[src/rtl/acc_c_slave_adapter.sv]
// Accelerator-side C-interface responder: buffers q requests, checks the routed address,
// issues to a single functional unit under response credits and returns in-order p responses.
// Build option: define ACC_C_SLV_WB_FILTER_EN to drop the responses of ops whose rd is x0.

module acc_c_slv_fifo #(
   parameter int unsigned Width = 8,
   parameter int unsigned Depth = 2
) (
   input  logic                       clk_i,
   input  logic                       rst_ni,
   input  logic                       push,
   input  logic [Width-1:0]           wdata,
   input  logic                       pop,
   output logic [Width-1:0]           rdata,
   output logic [$clog2(Depth+1)-1:0] usage
);
   localparam int unsigned PtrW = (Depth > 1) ? $clog2(Depth) : 1;
   localparam int unsigned UsgW = $clog2(Depth + 1);

   logic [Width-1:0] mem [Depth];
   logic [PtrW-1:0]  wr_ptr;
   logic [PtrW-1:0]  rd_ptr;
   logic             do_push;
   logic             do_pop;

   assign do_push = push && (usage != UsgW'(Depth));
   assign do_pop  = pop && (usage != '0);
   assign rdata   = (usage != '0) ? mem[rd_ptr] : '0;

   function automatic logic [PtrW-1:0] ptr_inc(input logic [PtrW-1:0] p);
      return (p == PtrW'(Depth - 1)) ? '0 : p + PtrW'(1);
   endfunction

   // Circular buffer; empty head reads as zero so idle outputs stay quiet
   always_ff @(posedge clk_i or negedge rst_ni) begin
      if (!rst_ni) begin
         for (int unsigned i = 0; i < Depth; i++) mem[i] <= '0;
         wr_ptr <= '0;
         rd_ptr <= '0;
         usage  <= '0;
      end else begin
         if (do_push) begin
            mem[wr_ptr] <= wdata;
            wr_ptr      <= ptr_inc(wr_ptr);
         end
         if (do_pop) rd_ptr <= ptr_inc(rd_ptr);
         usage <= usage + UsgW'(do_push) - UsgW'(do_pop);
      end
   end
endmodule

module acc_c_slave_adapter #(
   parameter int unsigned DataWidth = 32,
   parameter int unsigned AddrWidth = 4,
   parameter int unsigned IdWidth   = 5,
   parameter int unsigned AccAddr   = 0,
   parameter int unsigned ReqDepth  = 2,
   parameter int unsigned RspDepth  = 2
) (
   input  logic                   clk_i,
   input  logic                   rst_ni,
   input  logic                   c_q_valid_i,
   output logic                   c_q_ready_o,
   input  logic [AddrWidth-1:0]   c_q_addr_i,
   input  logic [DataWidth-1:0]   c_q_data_arga_i,
   input  logic [DataWidth-1:0]   c_q_data_argb_i,
   input  logic [DataWidth-1:0]   c_q_data_argc_i,
   input  logic [31:0]            c_q_data_op_i,
   input  logic [IdWidth-1:0]     c_q_id_i,
   output logic                   c_p_valid_o,
   input  logic                   c_p_ready_i,
   output logic [DataWidth-1:0]   c_p_data_o,
   output logic [IdWidth-1:0]     c_p_id_o,
   output logic                   c_p_error_o,
   output logic                   acc_req_valid_o,
   input  logic                   acc_req_ready_i,
   output logic [31:0]            acc_req_op_o,
   output logic [3*DataWidth-1:0] acc_req_arg_o,
   input  logic                   acc_rsp_valid_i,
   input  logic [DataWidth-1:0]   acc_rsp_data_i
);
   localparam int unsigned ReqW  = 1 + 32 + 3 * DataWidth + IdWidth;
   localparam int unsigned RspW  = DataWidth + IdWidth + 1;
   localparam int unsigned ReqUW = $clog2(ReqDepth + 1);
   localparam int unsigned CntW  = $clog2(RspDepth + 1);
`ifdef ACC_C_SLV_WB_FILTER_EN
   localparam int unsigned TagW  = IdWidth + 1;
`else
   localparam int unsigned TagW  = IdWidth;
`endif

   logic [ReqW-1:0]        req_wdata;
   logic [ReqW-1:0]        req_rdata;
   logic [ReqUW-1:0]       req_usage;
   logic                   req_push;
   logic                   req_pop;
   logic                   req_valid;
   logic                   head_err;
   logic [31:0]            head_op;
   logic [3*DataWidth-1:0] head_args;
   logic [IdWidth-1:0]     head_id;

   logic [TagW-1:0]        tag_wdata;
   logic [TagW-1:0]        tag_rdata;
   logic [IdWidth-1:0]     tag_id;
   logic [CntW-1:0]        outstanding;

   logic [RspW-1:0]        rsp_wdata;
   logic [RspW-1:0]        rsp_rdata;
   logic [CntW-1:0]        rsp_usage;
   logic                   rsp_push;
   logic                   rsp_pop;
   logic                   rsp_full;

   logic                   credit_ok;
   logic                   issue;
   logic                   err_go;
   logic                   comp;
   logic                   comp_wb;

   // Request side: address check happens once, at acceptance
   assign c_q_ready_o = (req_usage != ReqUW'(ReqDepth));
   assign req_push    = c_q_valid_i && c_q_ready_o;
   assign req_wdata   = {(c_q_addr_i != AddrWidth'(AccAddr)), c_q_data_op_i,
                         c_q_data_argc_i, c_q_data_argb_i, c_q_data_arga_i, c_q_id_i};
   assign req_valid   = (req_usage != '0);
   assign {head_err, head_op, head_args, head_id} = req_rdata;

   acc_c_slv_fifo #(.Width(ReqW), .Depth(ReqDepth)) u_req_fifo (
      .clk_i  (clk_i),
      .rst_ni (rst_ni),
      .push   (req_push),
      .wdata  (req_wdata),
      .pop    (req_pop),
      .rdata  (req_rdata),
      .usage  (req_usage)
   );

   // Every in-flight op and every queued response holds one credit
   assign credit_ok       = ((CntW+1)'(outstanding) + (CntW+1)'(rsp_usage)) < (CntW+1)'(RspDepth);
   assign acc_req_valid_o = req_valid && !head_err && credit_ok;
   assign acc_req_op_o    = head_op;
   assign acc_req_arg_o   = head_args;
   assign issue           = acc_req_valid_o && acc_req_ready_i;
   assign rsp_full        = (rsp_usage == CntW'(RspDepth));
   assign err_go          = req_valid && head_err && (outstanding == '0) && !rsp_full;
   assign req_pop         = issue || err_go;

   // Tag FIFO occupancy is the outstanding count
   assign comp   = acc_rsp_valid_i && (outstanding != '0);
   assign tag_id = tag_rdata[IdWidth-1:0];
`ifdef ACC_C_SLV_WB_FILTER_EN
   assign tag_wdata = {(head_op[11:7] == 5'd0), head_id};
   assign comp_wb   = !tag_rdata[IdWidth];
`else
   assign tag_wdata = head_id;
   assign comp_wb   = 1'b1;
`endif

   acc_c_slv_fifo #(.Width(TagW), .Depth(RspDepth)) u_tag_fifo (
      .clk_i  (clk_i),
      .rst_ni (rst_ni),
      .push   (issue),
      .wdata  (tag_wdata),
      .pop    (comp),
      .rdata  (tag_rdata),
      .usage  (outstanding)
   );

   // Error and completion pushes are exclusive: errors only leave when nothing is in flight
   assign rsp_push  = err_go || (comp && comp_wb);
   assign rsp_wdata = err_go ? {{DataWidth{1'b0}}, head_id, 1'b1}
                             : {acc_rsp_data_i, tag_id, 1'b0};
   assign c_p_valid_o = (rsp_usage != '0);
   assign rsp_pop     = c_p_valid_o && c_p_ready_i;
   assign {c_p_data_o, c_p_id_o, c_p_error_o} = rsp_rdata;

   acc_c_slv_fifo #(.Width(RspW), .Depth(RspDepth)) u_rsp_fifo (
      .clk_i  (clk_i),
      .rst_ni (rst_ni),
      .push   (rsp_push),
      .wdata  (rsp_wdata),
      .pop    (rsp_pop),
      .rdata  (rsp_rdata),
      .usage  (rsp_usage)
   );

`ifndef SYNTHESIS
   a_rsp_without_outstanding: assert property (@(posedge clk_i) disable iff (!rst_ni)
      acc_rsp_valid_i |-> (outstanding != '0));
   a_rsp_fifo_overflow: assert property (@(posedge clk_i) disable iff (!rst_ni)
      rsp_push |-> !rsp_full);
`endif
endmodule
[config.mk]
export PLATFORM = sky130hd
export DESIGN_NAME = acc_c_slave_adapter
export DESIGN_NICKNAME = d
export VERILOG_FILES = /design/src/rtl/acc_c_slave_adapter.sv
export SDC_FILE = /design/constraint.sdc
export NUM_CORES = 1
export LEC_CHECK = 0
export BUFFER_PORTS_ARGS = -buffer_cell sky130_fd_sc_hd__buf_2
export CAP_MARGIN = 20
export CORE_MARGIN = 1
export CORE_UTILIZATION = 25
export CTS_CLUSTER_SIZE = 28
export DETAILED_ROUTE_END_ITERATION = 6
export SYNTH_ARGS = -nofsm -noshare
export SYNTH_HDL_FRONTEND = slang
export SYNTH_SLANG_ARGS = --single-unit
[constraint.sdc]
create_clock -name clk_i -period 3.9 [get_ports clk_i]
set_clock_uncertainty 0.15 [all_clocks]
set_input_delay 0.78 -clock clk_i [delete_from_list [all_inputs] [get_ports clk_i]]
set_output_delay 0.78 -clock clk_i [all_outputs]
set_load 0.05 [all_outputs]
==> results.md <==
* Number of global-route vias before repair at 11790
* Post-detailed-routing wire length at 40600 um
* Detailed placement HPWL at 27420 um
* Sequential element share of the synthesized area at approximately 52%
* Remaining DRCs at 0
* Type of the most critical hold path: primary input to async pin
* Synth Area per Inst at ~13 sq um
* Combined area of all synthesized cells at approximately 0.018 sq mm
* Register clock-pin slew on the reported worst setup and hold paths at 60 ps
* CTS-repair resized insts at 0
* Cell variety after synth at 33
* Standard-cell rows at 96
* Max Clock Freq at roughly 300 MHz
* Count of max-cap constraint violations at 0
* Dominant register cell in the synthesized netlist: sky130_fd_sc_hd__dfrtp_1
* First-pass GRT wire length at 64330 um
* Iter 0 DRT Violations at 356
* Uppermost layer routed: met5
* Final layout net count at about 1800
* Buffers & Inverters on Critical Path at 2
* CTS Root Buffer Type: sky130_fd_sc_hd__clkbuf_16
* DIE WIDTH at approximately 270 um
* Maximum fanout encountered on the critical timing path at 28
* Overall track demand over capacity in global routing at a little under an eighth
* Final-layout fill cell count at slightly above 7000
* Ordered list of cells on the worst path: buf_4 > mux2i_1 > nor2_1 > buf_2
* Total met3 wirelength after detailed routing at approximately 2700 um
* CP Data Arrival Time at 2360 ps
* Routed wl met2 at a little over 20000 um
* Die area at between 0.07 and 0.08 sq mm
* Deepest clock path buffer count at 3
* Number of buffers inserted by hold repair at cts at 0
* DR vias at approximately 11000
* Data required time at the worst endpoint at ~3000 ps
* Time the worst path needs with I/O delays and setup at ~3300 ps
* Post-CTS Setup Repair Bufs at 0
* Average via count per standard cell at about 4.2
* Headroom to the max-slew limit at slightly below 30%
* Final RePlAce weighted congestion at between 0.7 and 0.8
* Initial antenna violation count at 6
* Area growth from synthesis to layout at 20.40%
* Kind of launch point of the worst setup path: register
* Number of nets still failing antenna checks after routing at 0
* Die height at 266.9 um
* Critical Path Sink Type: output pin
* Final Hold Fails at 0
* Post-detailed-route wirelength per cell at about 16 um
* Multi-input logic area at 0.007073 sq mm
* Number of port buffers at 343
* Cells after synthesis at ~1400
* DRT met1 WL at ~17000 um
* Setup total negative slack at 0 ps
* Number of warnings printed during yosys synthesis at 0
* Share of post-route cells with drive strength above 1 at 48.89%
* Count of pins on the block boundary at ~340
* EDFF count, synth at 0
* Total overflow reported by the global router at 0
* Insertion delay of the later-clocked pin in the worst-skew pair at approximately 550 ps
* Clock buffer count from CTS at 45
* Router iterations before antenna repair at 4
* Critical path type: register to output pin
* Setup violations, final at 0
* Synth Register Bits at roughly 370
* Clock tree from TritonCTS: done
* Number of nets produced by synthesis at 1555
* Largest net degree at the start of global routing at 108
* Critical Path Max Stage Delay at 810 ps
* Area of the core at between 0.06 and 0.07 sq mm
* Async S/R FF share, synth at 100.0%
* Max Transition Viols Final at 0
* Worst-Margin Slew at ~1000 ps
* Initial core utilization at 25.44%
* Total number of clock tree sinks at 366
* Critical path's top delay family: flip-flops
* Cell at the slowest stage of the critical path: sky130_fd_sc_hd__dfrtp_4
* H-tree level count at 2
* Seq. cell area at about 0.009 sq mm
* Period utilization at 84.42%
* RSZ-0062 raised after global routing: false
* Run status: complete, no violations
layout by cell type, fill, tap and decap left out, types with 6 or more instances in the layout:
cell type / synthesis / routed
sky130_fd_sc_hd__clkbuf_8: 0 / 17
sky130_fd_sc_hd__mux2i_1: 176 / 176
sky130_fd_sc_hd__buf_4: 128 / 19
sky130_fd_sc_hd__clkbuf_16: 0 / 45
sky130_fd_sc_hd__clkbuf_1: 44 / 8
sky130_fd_sc_hd__buf_2: 21 / 342
sky130_fd_sc_hd__ha_1: 6 / 6
sky130_fd_sc_hd__dfrtp_1: 366 / 364
sky130_fd_sc_hd__buf_12: 0 / 13
sky130_fd_sc_hd__inv_1: 8 / 8
sky130_fd_sc_hd__and2_1: 34 / 34
sky130_fd_sc_hd__xnor2_1: 7 / 7
sky130_fd_sc_hd__mux2_2: 327 / 327
sky130_fd_sc_hd__mux2_4: 6 / 6
sky130_fd_sc_hd__nor2_1: 179 / 177
sky130_fd_sc_hd__mux2_1: 20 / 20
worst register-to-register path, cell delays in order (launching register included):
cell and delay (ps):
sky130_fd_sc_hd__dfrtp_4 810, sky130_fd_sc_hd__mux2_4 380, sky130_fd_sc_hd__nand3_1 200, sky130_fd_sc_hd__a211o_1 160
sky130_fd_sc_hd__buf_4 470, sky130_fd_sc_hd__mux2_2 430
layout make-up:
class                           count  area share, %
Sequential cell                   366          43.40
Multi-Input combinational cell    790          33.50
Timing Repair Buffer              375          10.09
Tap cell                          931          5.517
Clock buffer                       70          6.583
Antenna cell                        2        0.02370
Clock inverter                     13         0.7525
Inverter                            8         0.1422
cells in the mapped netlist, types with 5 or more instances:
master                     instances  area, sq um
sky130_fd_sc_hd__nor2_1          179        671.9
sky130_fd_sc_hd__mux2_2          327         3682
sky130_fd_sc_hd__mux2_4            6        90.09
sky130_fd_sc_hd__ha_1              6        75.07
sky130_fd_sc_hd__xnor2_1           7        61.31
sky130_fd_sc_hd__clkbuf_1         44        165.2
sky130_fd_sc_hd__o22ai_1           5        31.28
sky130_fd_sc_hd__mux2_1           20        225.2
sky130_fd_sc_hd__buf_4           128        960.9
sky130_fd_sc_hd__buf_2            21        105.1
sky130_fd_sc_hd__dfrtp_1         366         9159
sky130_fd_sc_hd__inv_1             8        30.03
sky130_fd_sc_hd__and2_1           34        212.7
sky130_fd_sc_hd__mux2i_1         176         1762
sky130_fd_sc_hd__buf_1            13        48.80
sequential cells by signal, indices dropped and copies added (netlist names):
name	count
u_tag_fifo.usage	2
u_rsp_fifo.usage	2
u_tag_fifo.rd_ptr	1
u_req_fifo.usage	2
u_tag_fifo.mem	10
u_tag_fifo.wr_ptr	1
u_req_fifo.rd_ptr	1
u_rsp_fifo.wr_ptr	1
u_req_fifo.wr_ptr	1
u_rsp_fifo.rd_ptr	1
u_req_fifo.mem	268
u_rsp_fifo.mem	76
path summary, 6_finish.rpt:
path	start	endpoint	slack, ps	cells after the start
max reg2reg	u_req_fifo.rd_ptr	u_rsp_fifo.mem[51]	1180	5
min in group clk_i	c_q_data_argc_i[18]	u_req_fifo.mem[87]	310	2
max in group asynchronous	rst_ni	u_rsp_fifo.mem[24]	2430	3
max	u_req_fifo.rd_ptr	acc_req_arg_o[59]	610	4
min reg2reg	u_req_fifo.mem[133]	u_req_fifo.mem[133]	340	2
min	rst_ni	u_rsp_fifo.mem[25]	160	1
logic make-up after synthesis:
family / share of synthesized area, %
xor+xnor: 0.5493
mux: 32.84
flops: 52.22
simple gates: 5.786
fa+ha+maj: 0.5422
compound gates: 0.3995
buf+inv: 7.662
through the flow:
| step | cells | setup slack, ps | hold WS (ps) | cell area [sq um] | utilization (%) |
|---|---|---|---|---|---|
| after floorplan | 1373 | 446.0 | 300.1 | 17540 | - |
| after global placement | 2470 | 1139 | 318.7 | 19560 | 28.37 |
| after detailed placement | 2470 | 1109 | 328.8 | 19560 | 28.37 |
| after CTS | 2553 | 475.3 | 168.6 | 21110 | 30.62 |
| after global routing | 2553 | 401.5 | 194.5 | 21110 | 30.62 |
| final | 2555 | 607.7 | 158.1 | 21120 | 30.63 |
per-layer routing:
layer	GRT usage (%)	vias to the layer above
met5	0	-
met4	2.827	10
met3	3.478	58
met2	20.14	230
met1	13.15	5533
li1	-	5007
Power is not shown: default switching activity piles up to over one toggle a cycle in this logic, so the estimate is an artifact.
